===== src/rtl/alu_issue_ctrl_if.sv =====
// Byte stream that carries opcode and immediate bytes into the issue controller.
// Handshake: a byte moves on a rising clock edge where instr_valid && instr_ready
// are both high. The master holds instr_byte stable while instr_valid is high and
// not yet accepted. instr_ready may be high with instr_valid low, and instr_valid
// may be deasserted between bytes at any time.
interface alu_issue_ctrl_if;
   logic       instr_valid;
   logic       instr_ready;
   logic [7:0] instr_byte;

   modport master (output instr_valid, output instr_byte, input instr_ready);
   modport slave  (input instr_valid, input instr_byte, output instr_ready);
endinterface


===== src/rtl/alu_issue_ctrl.sv =====
// Byte-serial issue controller: decodes opcode/immediate bytes, issues
// operation and operands to an external 8-bit ALU from a 4x8 register file,
// and writes the ALU result and flags back on the closing edge of EXEC.
module alu_issue_ctrl (
   input  logic             clock,
   input  logic             reset,
   alu_issue_ctrl_if.slave  instr,
   output logic [3:0]       alu_op,
   output logic [7:0]       alu_x,
   output logic [7:0]       alu_y,
   input  logic [15:0]      alu_out,
   output logic [3:0]       flags,
   input  logic [1:0]       rd_sel,
   output logic [7:0]       rd_data,
   output logic             busy,
   output logic             wb_valid,
   output logic [1:0]       fsm_state
);

   typedef enum logic [1:0] {
      IDLE      = 2'd0,
      FETCH_IMM = 2'd1,
      EXEC      = 2'd2,
      ILLEGAL   = 2'd3
   } state_t;

   localparam logic [3:0] OP_CM  = 4'd4;
   localparam logic [3:0] OP_CMI = 4'd5;

   state_t     state;
   logic       ready_q;
   logic [3:0] op_q;
   logic [1:0] dst_q;
   logic [7:0] regs [0:3];

   // Field decode of the byte currently on the stream.
   logic [3:0] op_in;
   logic [1:0] dst_in;
   logic [1:0] src_in;
   logic       accept;
   logic       op_illegal;
   logic       op_is_imm;

   assign op_in      = instr.instr_byte[7:4];
   assign dst_in     = instr.instr_byte[3:2];
   assign src_in     = instr.instr_byte[1:0];
   assign accept     = instr.instr_valid && ready_q;
   assign op_illegal = (op_in >= 4'd12);
   assign op_is_imm  = op_in[0];

   assign instr.instr_ready = ready_q;
   assign rd_data           = regs[rd_sel];
   assign fsm_state         = state;

   // Only data and carry bits of the ALU result are consumed.
   logic unused_alu_hi;
   assign unused_alu_hi = ^alu_out[15:9];

   // Issue FSM with registered ready/busy, operand registers, register file and flags.
   // The immediate is captured straight into the operand register it feeds, so
   // the register-file read and the immediate land together on the edge into EXEC.
   always_ff @(posedge clock or negedge reset) begin
      if (!reset) begin
         state    <= IDLE;
         ready_q  <= 1'b1;
         busy     <= 1'b0;
         op_q     <= 4'd0;
         dst_q    <= 2'd0;
         alu_op   <= 4'd0;
         alu_x    <= 8'd0;
         alu_y    <= 8'd0;
         flags    <= 4'd0;
         wb_valid <= 1'b0;
         for (int i = 0; i < 4; i++) regs[i] <= 8'd0;
      end else begin
         wb_valid <= 1'b0;
         case (state)
            IDLE: begin
               if (accept) begin
                  op_q  <= op_in;
                  dst_q <= dst_in;
                  busy  <= 1'b1;
                  if (op_illegal) begin
                     state   <= ILLEGAL;
                     ready_q <= 1'b0;
                  end else if (op_is_imm) begin
                     state   <= FETCH_IMM;
                     ready_q <= 1'b1;
                  end else begin
                     // Register form: operands read now, before any writeback.
                     state   <= EXEC;
                     ready_q <= 1'b0;
                     alu_op  <= op_in;
                     alu_x   <= (op_in == OP_CM) ? regs[src_in] : regs[dst_in];
                     alu_y   <= (op_in == OP_CM) ? 8'd0 : regs[src_in];
                  end
               end
            end
            FETCH_IMM: begin
               if (accept) begin
                  state   <= EXEC;
                  ready_q <= 1'b0;
                  alu_op  <= op_q;
                  alu_x   <= (op_q == OP_CMI) ? instr.instr_byte : regs[dst_q];
                  alu_y   <= (op_q == OP_CMI) ? 8'd0 : instr.instr_byte;
               end
            end
            EXEC: begin
               regs[dst_q] <= alu_out[7:0];
               flags[0]    <= (op_q <= 4'd3) ? alu_out[8] : 1'b0;
               flags[1]    <= (alu_out[7:0] == 8'd0);
               flags[2]    <= alu_out[7];
               wb_valid    <= 1'b1;
               state       <= IDLE;
               ready_q     <= 1'b1;
               busy        <= 1'b0;
            end
            ILLEGAL: begin
               flags[3] <= 1'b1;
               state    <= IDLE;
               ready_q  <= 1'b1;
               busy     <= 1'b0;
            end
            default: begin
               state   <= IDLE;
               ready_q <= 1'b1;
               busy    <= 1'b0;
            end
         endcase
      end
   end

endmodule

===== src/flat_wrapper.sv =====
// flat-port wrapper written by rule: the top's interface ports become plain ports
module alu_issue_ctrl_flat 
  (clock, reset, alu_op, alu_x, alu_y, alu_out, flags, rd_sel, rd_data, busy, wb_valid, fsm_state, instr_instr_valid, instr_instr_byte, instr_instr_ready);
  alu_issue_ctrl_if instr_i ();
  input  logic clock;
  input  logic reset;
  output logic [3:0] alu_op;
  output logic [7:0] alu_x;
  output logic [7:0] alu_y;
  input  logic [15:0] alu_out;
  output logic [3:0] flags;
  input  logic [1:0] rd_sel;
  output logic [7:0] rd_data;
  output logic busy;
  output logic wb_valid;
  output logic [1:0] fsm_state;
  input wire logic [$bits(instr_i.instr_valid)-1:0] instr_instr_valid;
  input wire logic [$bits(instr_i.instr_byte)-1:0] instr_instr_byte;
  output wire logic [$bits(instr_i.instr_ready)-1:0] instr_instr_ready;
  assign instr_i.instr_valid = instr_instr_valid;
  assign instr_i.instr_byte = instr_instr_byte;
  assign instr_instr_ready = instr_i.instr_ready;
  alu_issue_ctrl u_core (.clock(clock), .reset(reset), .instr(instr_i), .alu_op(alu_op), .alu_x(alu_x), .alu_y(alu_y), .alu_out(alu_out), .flags(flags), .rd_sel(rd_sel), .rd_data(rd_data), .busy(busy), .wb_valid(wb_valid), .fsm_state(fsm_state));
endmodule

===== config.mk =====
export PLATFORM = sky130hd
export DESIGN_NAME = alu_issue_ctrl_flat
export DESIGN_NICKNAME = d
export VERILOG_FILES = /design/src/rtl/alu_issue_ctrl_if.sv /design/src/rtl/alu_issue_ctrl.sv /design/src/flat_wrapper.sv
export SDC_FILE = /design/constraint.sdc
export NUM_CORES = 1
export LEC_CHECK = 0
export ABC_AREA = 1
export CAP_MARGIN = 20
export CELL_PAD_IN_SITES_DETAIL_PLACEMENT = 1
export CELL_PAD_IN_SITES_GLOBAL_PLACEMENT = 2
export CORE_MARGIN = 2
export CORE_UTILIZATION = 32
export DETAILED_ROUTE_END_ITERATION = 7
export GPL_ROUTABILITY_DRIVEN = 0
export HOLD_SLACK_MARGIN = 0.02
export PLACE_DENSITY = 0.91
export SYNTH_ARGS = -nofsm -noshare
export SYNTH_HDL_FRONTEND = slang
export SYNTH_SLANG_ARGS = --single-unit

===== constraint.sdc =====
create_clock -name clock -period 2.4 [get_ports clock]
set_input_delay 0.36 -clock clock [delete_from_list [all_inputs] [get_ports clock]]
set_output_delay 0.36 -clock clock [all_outputs]
set_load 0.005 [all_outputs]

==> reports/metrics.csv, run 1 <==
stage,metric,value,unit
outcome,run status,"finished, final reports clean",
critical_path,crit end category,output pin,
floorplanning,placeable core region,0.0121,mm2
floorplanning,die width,115,um
synthesis,flop and latch count out of synthesis,67,
sta,final-report max-slew violation count,0,
global_routing,initial antenna violation count,0,
sta,Max Clk Rate,457,MHz
sta,setup repair after global routing missed its margin,false,
global_routing,Total Routing Usage GR,20.9,%
global_routing,vias in the first global route,4201,
drt,drt via density,5.00,
power,cell leakage power,2.57,nW
synthesis,Unique masters post-synth,26,
critical_path,longest individual stage delay on the worst path,0.53,ns
drt,number of vias after detailed routing,4114,
drt,DRC,0,
critical_path,type of origin of the critical path,primary input,
global_routing,largest net degree at the start of global routing,40,
clock_network,root cell of the clock tree,clkbuf_16,
critical_path,Crit Path Max Fanout,15,
sta,Worst Tran Pin Value,0.683,ns
drt,number of violations reported at the end of detailed-routing iteration 0,165,
critical_path,worst setup path startpoint,rd_sel[1],
layout,most frequent standard cell in the layout excluding fill and tap cells,nand2_1,
synthesis,post-synthesis average cell area,6.76,um2
flow_run,max-cap viol count,0,
floorplanning,starting density of the core,33.0,%
global_routing,first-pass GRT wire length,22000,um
floorplanning,die area,0.0133,mm2
critical_path,standard cell with the maximum stage delay on the critical path,clkdlybuf4s50_1,
clock_network,count of hold buffers inserted by post-cts repair,0,
place,total cell area at the placement stage,0.00477,mm2
sta,fraction of the cycle the final worst path needs,91.1,%
drt,post-route antenna net violation count,0,
drt,Final Routed Wirelength,13100,um
place,cell count after placement,803,
layout,Post-layout nets,678,
synthesis,synthesized instance count,588,
critical_path,ordered list of cells on the worst path,clkdlybuf4s50_1 > inv_1 > buf_12 > o21ai_1 > a21oi_1 > a21oi_1 > clkdlybuf4s50_1,
clock_network,CTS tree,done,
floorplanning,std cell rows,40,
synthesis,Post-Syn Nets,617,
synthesis,Synth Cell Area,0.00398,mm2
layout,Layout Area Growth over Synthesis,30.2,%
place,Detailed Place HPWL,9620,um
layout,total inserted antenna cells,0,
place,IO Port Bufs,58,
floorplanning,IO Count,66,
sta,Max Clock Skew,0.00882,ns
layout,final standard cell area without fillers,0.00517,mm2
drt,drt wl/cell,16.0,um
power,power per unit of standard cell area,1270,mW/mm2
global_routing,total global routing overflow,0,
critical_path,reg-to-reg critical path startpoint,u_core.op_q[2],
drt,DR pass1 iterations,4,
hold_path,class of the most critical hold timing path,in -> async,
power,peak ir drop on the vdd network,0.408,mV
sta,worst slew slack as a fraction of its limit,54.5,%
floorplanning,chip height,115,um
clock_network,number of clock sinks seen by CTS,67,
clock_network,insertion delay to the later sink of the worst-skew pair,0.33,ns
layout,proportion of layout cells with a drive suffix above 1,8.26,%
sta,time the worst path needs with I/O delays and setup,2.19,ns
synthesis,proportion of synthesized chip area in sequential cells,42.2,%
clock_network,clock buffers created by TritonCTS,9,
clock_network,CTS clock-pin slew for the worst setup and hold paths,0.06,ns
critical_path,arrival time at the worst endpoint,1.83,ns
layout,utilization after layout,42.9,%
layout,"top library cells by usage in the layout, fill and taps aside","nand2_1, dfrtp_1, nor2_1",
critical_path,type of the worst setup path,in -> out,
sta,setup violation total in the final timing report,0,
clock_network,H-tree depth,3,
sta,final hold slack,0.0709,ns
sta,number of failing hold endpoints at the final stage,0,
synthesis,count of warnings emitted by yosys,0,
critical_path,endpoint required time on the critical path,2.04,ns
layout,number of cells in the finished layout apart from fillers,822,
clock_network,worst-case clock buffer depth,2,
power,post-route total power,6.59,mW
[sequential cells by signal, summed over array words and instances, names as in the netlist]
| signal | flops |
|---|---|
| u_core.alu_y | 8 |
| u_core.busy | 1 |
| u_core.alu_x | 8 |
| u_core.dst_q | 2 |
| u_core.op_q | 4 |
| u_core.regs | 32 |
| u_core.instr.instr_ready | 1 |
| u_core.wb_valid | 1 |
| u_core.flags | 4 |
| u_core.alu_op | 4 |
| u_core.fsm_state | 2 |
[cell type report]
type | count | area [um2]
Multi-Input combinational cell | 437 | 1950
Inverter | 59 | 228
Sequential cell | 67 | 1680
Timing Repair Buffer | 75 | 744
Fill cell | 1547 | 6890
Tap cell | 168 | 210
Clock inverter | 6 | 136
Clock buffer | 10 | 229
[cells in the mapped netlist]
| cell | n | area (um2) |
|---|---|---|
| nand3_2 | 1 | 10.0 |
| dfrtp_1 | 66 | 1650 |
| o22ai_1 | 1 | 6.26 |
| buf_4 | 3 | 22.5 |
| nor2_2 | 4 | 25.0 |
| nand2_1 | 205 | 769 |
| a21oi_1 | 25 | 125 |
| o31ai_1 | 1 | 7.51 |
| o21bai_1 | 1 | 7.51 |
| dfstp_2 | 1 | 26.3 |
| o21ai_0 | 28 | 140 |
| o21ai_1 | 37 | 185 |
| nand2_2 | 3 | 18.8 |
| buf_6 | 1 | 11.3 |
| buf_2 | 9 | 45.0 |
| nor2_8 | 2 | 40.0 |
| a21oi_4 | 2 | 32.5 |
| nor2_1 | 57 | 214 |
| clkinv_1 | 1 | 3.75 |
| inv_1 | 51 | 191 |
| clkbuf_1 | 12 | 45.0 |
| nand4_1 | 2 | 12.5 |
| inv_4 | 1 | 6.26 |
| a31oi_1 | 12 | 75.1 |
| inv_2 | 6 | 22.5 |
| nand3_1 | 56 | 280 |
[repair_timing]
item	CTS	global route
buffers inserted	3	0
pin swaps	0	0
hold endpoints to repair	0	0
gates resized for setup	6	6
setup endpoints to repair	6	5
[worst max-delay path: cells and delay by family]
family	cells	cell delay (ns)
buffers and inverters	4	1.21
AO/OA/AOI/OAI	3	0.26
[where the power goes]
group	switching (mW)	internal, mW	leakage, nW
logic	1.57	1.20	1.64
clock network	0.535	1.13	0.173
registers	0.507	1.65	0.752
total	2.62	3.98	2.57
[logic make-up after synthesis]
group,after synthesis,synth area share [%]
buf+inv,84,8.75
flops,67,42.2
compound gates,107,14.6
simple gates,330,34.5
[per-stage QoR]
step           setup WS (ns)  setup TNS [ns]
2_1_floorplan          0.897               0
3_3_place_gp         0.00130               0
3_5_place_dp         -0.0531          -0.167
4_1_cts             -0.00138        -0.00138
5_1_grt                0.123               0
6_report               0.213               0
[worst paths after layout]
| path | cells past startpoint | endpoint | slack (ns) |
|---|---|---|---|
| setup / recovery | 7 | rd_data[2] | 0.21 |
| hold / removal | 1 | u_core.flags[0] | 0.07 |
| setup reg to reg | 8 | u_core.alu_x[6] | 0.63 |
| hold reg to reg | 2 | u_core.instr.instr_ready | 0.48 |
| max in group asynchronous | 2 | u_core.op_q[2] | 1.59 |
| min in group clock | 2 | u_core.instr.instr_ready | 0.48 |
[layer usage]
layer	track usage [%]	wire length (um)	share of wire (%)	vias to the layer above
met4	5.94	120	0.91	0
li1	-	-	-	2010
met2	34.2	6240	48	81
met3	2.30	445	3.4	8
met1	29.5	6320	48	2015
met5	0	0	0	-
(Power assumes the default switching activity.)
==> inputs of run 2 (changes only) <==
CORE_UTILIZATION = 33   (was 32)
CTS_BUF_LIST = sky130_fd_sc_hd__clkbuf_8   (was not set)
PLACE_DENSITY = 0.94   (was 0.91)
SLEW_MARGIN = 20   (was not set)
==> run 2 against run 1 <==
Hold slack got worse by 0.053 ns. Sequential power hardly changed. Clock skew is 0.0021 ns lower. Critical path type unchanged. Cell count is 2.8% lower. Register-to-register slack improved by 0.03 ns. Non-clock buffer count down 3. Critical endpoint is now rd_data[1]. Total power shrank 8.9%. Clock-buffer cell count stayed put.
==> reports/metrics.csv, run 2 (synthesized netlist as in run 1, its figures left out) <==
stage,metric,value,unit,change
outcome,run status,"finished, final reports clean",,unchanged
sta,final-report max-slew violation count,0,,unchanged
floorplanning,IO Count,66,,unchanged
place,Detailed Place HPWL,9390,um,was 9620 um
floorplanning,starting density of the core,33.5,%,was 33.0%
critical_path,endpoint required time on the critical path,2.04,ns,about the same
hold_path,class of the most critical hold timing path,in -> async,,unchanged
drt,post-route antenna net violation count,0,,unchanged
global_routing,vias in the first global route,4158,,was 4201
clock_network,H-tree depth,3,,unchanged
layout,area occupied by multi-input gates,0.00195,mm2,unchanged
clock_network,CTS clock-pin slew for the worst setup and hold paths,0.07,ns,was 0.06 ns
drt,DR pass1 iterations,4,,unchanged
sta,number of failing hold endpoints at the final stage,0,,unchanged
layout,total inserted antenna cells,0,,unchanged
layout,biggest registers after layout,"u_core.regs (32), u_core.alu_x (8), u_core.alu_y (8)",,unchanged
power,internal portion of total power,3.47,mW,was 3.98 mW
floorplanning,die area,0.0129,mm2,was 0.0133 mm2
critical_path,type of the worst setup path,in -> out,,unchanged
floorplanning,die width,114,um,was 115 um
floorplanning,placeable core region,0.0119,mm2,was 0.0121 mm2
flow_run,max-cap viol count,0,,unchanged
power,peak ir drop on the vdd network,0.580,mV,was 0.408 mV
drt,drt via density,5.03,,was 5.00
sta,setup violation total in the final timing report,0,,unchanged
clock_network,number of clock sinks seen by CTS,67,,unchanged
layout,"flip-flop count of the largest register, all copies and words added",32,,unchanged
critical_path,type of origin of the critical path,primary input,,unchanged
sta,fraction of the cycle the final worst path needs,93.6,%,was 91.1%
drt,number of vias after detailed routing,4017,,was 4114
critical_path,arrival time at the worst endpoint,1.89,ns,was 1.83 ns
global_routing,Total Routing Usage GR,20.8,%,was 20.9%
clock_network,insertion delay to the later sink of the worst-skew pair,0.35,ns,was 0.33 ns
global_routing,initial antenna violation count,0,,unchanged
drt,drt wl/cell,16.0,um,about the same
layout,Layout Area Growth over Synthesis,25.4,%,was 30.2%
layout,register containing the most flip-flops in the final layout,u_core.regs,,unchanged
sta,Max Clk Rate,445,MHz,was 457 MHz
sta,final hold slack,0.0178,ns,was 0.0709 ns
layout,number of fill cells in the layout,1535,,was 1547
clock_network,worst-case clock buffer depth,2,,unchanged
layout,"top library cells by usage in the layout, fill and taps aside","nand2_1, dfrtp_1, nor2_1",,unchanged
power,switching component of the power,2.54,mW,was 2.62 mW
drt,DRC,0,,unchanged
global_routing,largest net degree at the start of global routing,68,,was 40
critical_path,depth of the worst register-to-register path,8,,unchanged
global_routing,first-pass GRT wire length,21400,um,was 22000 um
layout,Post-layout nets,676,,was 678
power,power share of the combinational group,46.0,%,was 42.0%
floorplanning,chip height,114,um,was 115 um
floorplanning,std cell rows,40,,unchanged
power,share of total power consumed by net switching,42.3,%,was 39.7%
power,cell leakage power,2.48,nW,was 2.57 nW
critical_path,crit end category,output pin,,unchanged
drt,Final Routed Wirelength,12800,um,was 13100 um
clock_network,CTS tree,done,,unchanged
clock_network,root cell of the clock tree,clkbuf_8,,was clkbuf_16
critical_path,Crit Path Max Fanout,6,,was 15
sta,Max Clock Skew,0.00673,ns,was 0.00882 ns
global_routing,total global routing overflow,0,,unchanged
clock_network,clock buffers created by TritonCTS,9,,unchanged
clock_network,count of hold buffers inserted by post-cts repair,0,,unchanged
sta,Worst Tran Pin Value,0.619,ns,was 0.683 ns
sta,time the worst path needs with I/O delays and setup,2.25,ns,was 2.19 ns
critical_path,reg-to-reg critical path startpoint,u_core.op_q[2],,unchanged
layout,proportion of layout cells with a drive suffix above 1,7.82,%,was 8.26%
layout,most frequent standard cell in the layout excluding fill and tap cells,nand2_1,,unchanged
sta,setup repair after global routing missed its margin,false,,unchanged
critical_path,end of the worst register-to-register path,u_core.alu_x[4],,was u_core.alu_x[6]
layout,register area,0.00168,mm2,unchanged
power,power per unit of standard cell area,1210,mW/mm2,was 1270 mW/mm2
sta,final worst-path setup slack,0.154,ns,was 0.213 ns
sta,TNS Setup,0,ns,unchanged
place,IO Port Bufs,58,,unchanged
critical_path,worst-case register-to-register setup slack,0.66,ns,was 0.63 ns
layout,utilization after layout,42.0,%,was 42.9%
drt,number of violations reported at the end of detailed-routing iteration 0,175,,was 165
power,Clock power frac,17.9,%,was 25.2%
place,"worst slack, placed",-0.0544,ns,was -0.0531 ns
power,part of the power in registers,36.1,%,was 32.8%
sta,worst slew slack as a fraction of its limit,58.6,%,was 54.5%
==> run 2: area by class of cell <==
| class | count | area share [%] |
|---|---|---|
| multi-input combinational | 437 | 39.1 |
| sequential | 67 | 33.7 |
| timing repair buffer | 72 | 14.4 |
| inverter | 59 | 4.57 |
| tap | 147 | 3.69 |
| clock buffer | 10 | 2.76 |
| clock inverter | 6 | 1.63 |
| timing repair inverter | 1 | 0.151 |
==> run 2: metal layers <==
layer  wire length [um]  vias up  GRT usage [%]
met4                180        0           6.02
met3                527       18           3.99
met2               5830       86           32.8
met5                  0        -              0
li1                   -     2000              -
met1               6280     1913           29.4
==> run 2: worst max-delay path: stages <==
cell and delay, ns:
clkdlybuf4s15_1 0.32, clkinvlp_4 0.24, o21ai_0 0.21, a21oi_1 0.06, a21oi_1 0.15, clkdlybuf4s50_1 0.54
==> run 2: how the worst max path moves through the flow <==
stage	depth (start not counted)	from	endpoint
after floorplan	6	rd_sel[0]	rd_data[2]
final	6	rd_sel[0]	rd_data[1]
after global placement	6	rd_sel[0]	rd_data[5]
after global routing	6	rd_sel[0]	rd_data[6]
after CTS	6	rd_sel[0]	rd_data[4]
after detailed placement	6	rd_sel[0]	rd_data[6]
==> run 2: repair_timing <==
action / CTS / global route
endpoints found under the setup margin: 5 / 2
gates resized for setup: 3 / 1
buffers inserted: 2 / 0
cloned: 1 / 0
==> run 2: power groups by stage <==
| stage | combinational (mW) | sequential (mW) | clock [mW] |
|---|---|---|---|
| final | 2.77 | 2.17 | 1.08 |
| after global routing | 3.15 | 2.25 | 1.14 |
| after CTS | 2.78 | 2.16 | 1.10 |
| after detailed placement | 2.76 | 2.18 | 0 |
| after global placement | 2.65 | 2.15 | 0 |
| after floorplan | 1.68 | 2.04 | 0 |
==> run 2: stage by stage <==
step | power [mW] | cell area, um2 | std cells
after global routing | 6.54 | 4980 | 799
final | 6.01 | 4980 | 799
after global placement | 4.80 | 4740 | 780
after floorplan | 3.72 | 3980 | 588
after detailed placement | 4.94 | 4740 | 780
after CTS | 6.04 | 4980 | 799
==> inputs of run 3 (changes only) <==
CORE_MARGIN = not set   (was 2)
==> run 3 against run 2 <==
The flow now finishes with violations (DRC). Maximum frequency decreased by 0.95%. Flip-flop and latch count did not move. Global-route usage rose by 1.3 points. Cell count rose by 0.25%. Via count is 1.5% higher. Design area rose by 0.35%. Critical path depth up 1. Clock-buffer cell count down 1. Critical endpoint is now rd_data[4]. Largest power group unchanged. Highest routed layer unchanged.
==> reports/metrics.csv, run 3 (synthesized netlist as in run 1, its figures left out) <==
stage,metric,value,unit,change
layout,"top library cells by usage in the layout, fill and taps aside","nand2_1, dfrtp_1, nor2_1",,unchanged
outcome,violated checks,DRC,,
global_routing,grt peak-use layer,met2,,unchanged
layout,most frequent standard cell in the layout excluding fill and tap cells,nand2_1,,unchanged
drt,drt wl/cell,16.3,um,was 16.0 um
drt,drt via density,5.09,,was 5.03
power,switching component of the power,2.58,mW,was 2.54 mW
sta,setup repair after global routing missed its margin,false,,unchanged
clock_network,worst-case clock buffer depth,2,,unchanged
clock_network,number of clock sinks seen by CTS,67,,unchanged
global_routing,Total Routing Usage GR,22.1,%,was 20.8%
clock_network,root cell of the clock tree,clkbuf_8,,unchanged
sta,setup violation total in the final timing report,0,,unchanged
global_routing,met1 usage,31.2,%,was 29.4%
place,Detailed Place HPWL,9620,um,was 9390 um
critical_path,worst-case register-to-register setup slack,0.64,ns,was 0.66 ns
clock_network,CTS tree,done,,unchanged
floorplanning,chip height,112,um,was 114 um
layout,register area,0.00168,mm2,unchanged
global_routing,total global routing overflow,0,,unchanged
drt,number of violations reported at the end of detailed-routing iteration 0,158,,was 175
critical_path,depth of the worst register-to-register path,8,,unchanged
layout,utilization after layout,43.2,%,was 42.0%
flow_run,max-cap viol count,0,,unchanged
drt,post-route antenna net violation count,0,,unchanged
drt,DR pass1 iterations,6,,was 4
clock_network,clock buffers created by TritonCTS,9,,unchanged
critical_path,worst setup path startpoint,rd_sel[0],,unchanged
global_routing,met2 global-route usage,35.8,%,was 32.8%
layout,Layout Area Growth over Synthesis,25.8,%,was 25.4%
power,peak ir drop on the vdd network,0.399,mV,was 0.580 mV
sta,worst slew slack as a fraction of its limit,59.0,%,was 58.6%
drt,number of vias after detailed routing,4078,,was 4017
floorplanning,std cell rows,39,,was 40
global_routing,initial antenna violation count,0,,unchanged
layout,area occupied by multi-input gates,0.00195,mm2,unchanged
sta,fraction of the cycle the final worst path needs,94.5,%,was 93.6%
sta,TNS Setup,0,ns,unchanged
critical_path,crit end category,output pin,,unchanged
outcome,run status,"finished, violations left",,"was finished, final reports clean"
layout,Post-layout nets,682,,was 676
power,cell leakage power,2.49,nW,was 2.48 nW
layout,register containing the most flip-flops in the final layout,u_core.regs,,unchanged
clock_network,CTS clock-pin slew for the worst setup and hold paths,0.08,ns,was 0.07 ns
critical_path,reg-to-reg critical path startpoint,u_core.op_q[2],,unchanged
sta,Max Clock Skew,0.0140,ns,was 0.00673 ns
global_routing,first-pass GRT wire length,22200,um,was 21400 um
critical_path,Crit Path Max Fanout,6,,unchanged
layout,proportion of layout cells with a drive suffix above 1,8.81,%,was 7.82%
power,part of the power in registers,36.2,%,was 36.1%
global_routing,vias in the first global route,4315,,was 4158
layout,number of fill cells in the layout,1518,,was 1535
power,internal portion of total power,3.44,mW,was 3.47 mW
critical_path,endpoint required time on the critical path,2.04,ns,about the same
floorplanning,die area,0.0125,mm2,was 0.0129 mm2
layout,final standard cell area without fillers,0.00500,mm2,was 0.00498 mm2
sta,time the worst path needs with I/O delays and setup,2.27,ns,was 2.25 ns
power,power share of the combinational group,46.0,%,about the same
power,power per unit of standard cell area,1210,mW/mm2,about the same
drt,Final Routed Wirelength,13000,um,was 12800 um
place,total cell area at the placement stage,0.00472,mm2,was 0.00474 mm2
layout,"flip-flop count of the largest register, all copies and words added",32,,unchanged
floorplanning,starting density of the core,34.4,%,was 33.5%
critical_path,arrival time at the worst endpoint,1.91,ns,was 1.89 ns
layout,total inserted antenna cells,0,,unchanged
global_routing,largest net degree at the start of global routing,40,,was 68
drt,DRC,5,,was 0
sta,final-report max-slew violation count,0,,unchanged
hold_path,class of the most critical hold timing path,reg -> reg,,was in -> async
clock_network,H-tree depth,3,,unchanged
floorplanning,die width,112,um,was 114 um
global_routing,met3 track utilization from global routing,3.21,%,was 3.99%
critical_path,end of the worst register-to-register path,u_core.alu_x[6],,was u_core.alu_x[4]
power,Clock power frac,17.8,%,was 17.9%
critical_path,critical path capture point,rd_data[4],,was rd_data[1]
sta,number of failing hold endpoints at the final stage,0,,unchanged
layout,biggest registers after layout,"u_core.regs (32), u_core.alu_x (8), u_core.alu_y (8)",,unchanged
power,share of total power consumed by net switching,42.9,%,was 42.3%
critical_path,type of the worst setup path,in -> out,,unchanged
sta,Max Clk Rate,441,MHz,was 445 MHz
floorplanning,IO Count,66,,unchanged
critical_path,type of origin of the critical path,primary input,,unchanged
place,IO Port Bufs,58,,unchanged
clock_network,insertion delay to the later sink of the worst-skew pair,0.36,ns,was 0.35 ns
hold_path,startpoint of the most critical hold path,u_core.flags[3],,
floorplanning,placeable core region,0.0116,mm2,was 0.0119 mm2
sta,Worst Tran Pin Value,0.613,ns,was 0.619 ns
==> run 3: changes by cell type in the layout (fill, tap and decap cells not counted), sizes merged <==
cell           before  now
clkinvlp            2    5
dlygate4sd3         0    1
buf                15   20
clkdlybuf4s50      56   55
clkdlybuf4s15       1    0
clkbuf             10    9
clkinv              3    2
dlymetal6s2s        0    1
inv                59   58
dlygate4sd2         0    1
==> run 3: layout make-up <==
class / instances / share of cell area [%]
Timing Repair Buffer: 78 / 14.8
Timing Repair inverter: 1 / 0.150
Clock buffer: 9 / 2.48
Inverter: 59 / 4.63
Sequential cell: 67 / 33.6
Clock inverter: 7 / 1.85
Tap cell: 143 / 3.58
Multi-Input combinational cell: 437 / 39.0
==> run 3: worst min path at each step <==
stage / to / cells past startpoint
3_5_place_dp: u_core.fsm_state[0] / 1
5_1_grt: u_core.instr.instr_ready / 2
2_1_floorplan: u_core.alu_op[0] / 0
6_report: u_core.flags[3] / 1
4_1_cts: u_core.flags[3] / 1
3_3_place_gp: u_core.fsm_state[0] / 1
==> run 3: worst max-delay path: stages <==
cell and delay [ns]:
dlygate4sd2_1 0.29, clkinvlp_4 0.13, buf_4 0.17, o21ai_0 0.23
a21oi_1 0.08, a21oi_1 0.12, clkdlybuf4s50_1 0.52
==> run 3: layer usage <==
layer,vias up,part of all wire [%]
met5,-,0
met3,12,3.5
met4,0,1.0
li1,2007,-
met1,1971,49
met2,88,46
==> run 3: per-stage QoR <==
stage                     std cells  setup slack [ns]  power [mW]  hold WS [ns]
final                           801             0.133        6.03         0.479
after detailed placement        777           -0.0594        4.96         0.406
after global routing            801            0.0516        6.55         0.491
after floorplan                 588             0.897        3.72        0.0644
after global placement          777            0.0115        4.80         0.392
after CTS                       797            0.0729        6.06         0.486
==> run 3: repair_timing <==
| action | CTS | global route |
|---|---|---|
| endpoints found under the hold margin | 6 | 0 |
| setup buffers | 3 | 3 |
| hold buffers | 1 | 0 |
| endpoints found under the setup margin | 7 | 8 |
| gates cloned | 0 | 1 |
| gates resized for setup | 2 | 3 |
==> run 3: power groups by stage <==
stage / Combinational, mW / Sequential, mW / Clock (mW)
after floorplan: 1.68 / 2.04 / 0
after global placement: 2.65 / 2.15 / 0
after global routing: 3.16 / 2.26 / 1.13
final: 2.77 / 2.18 / 1.07
after detailed placement: 2.77 / 2.19 / 0
after CTS: 2.79 / 2.17 / 1.09
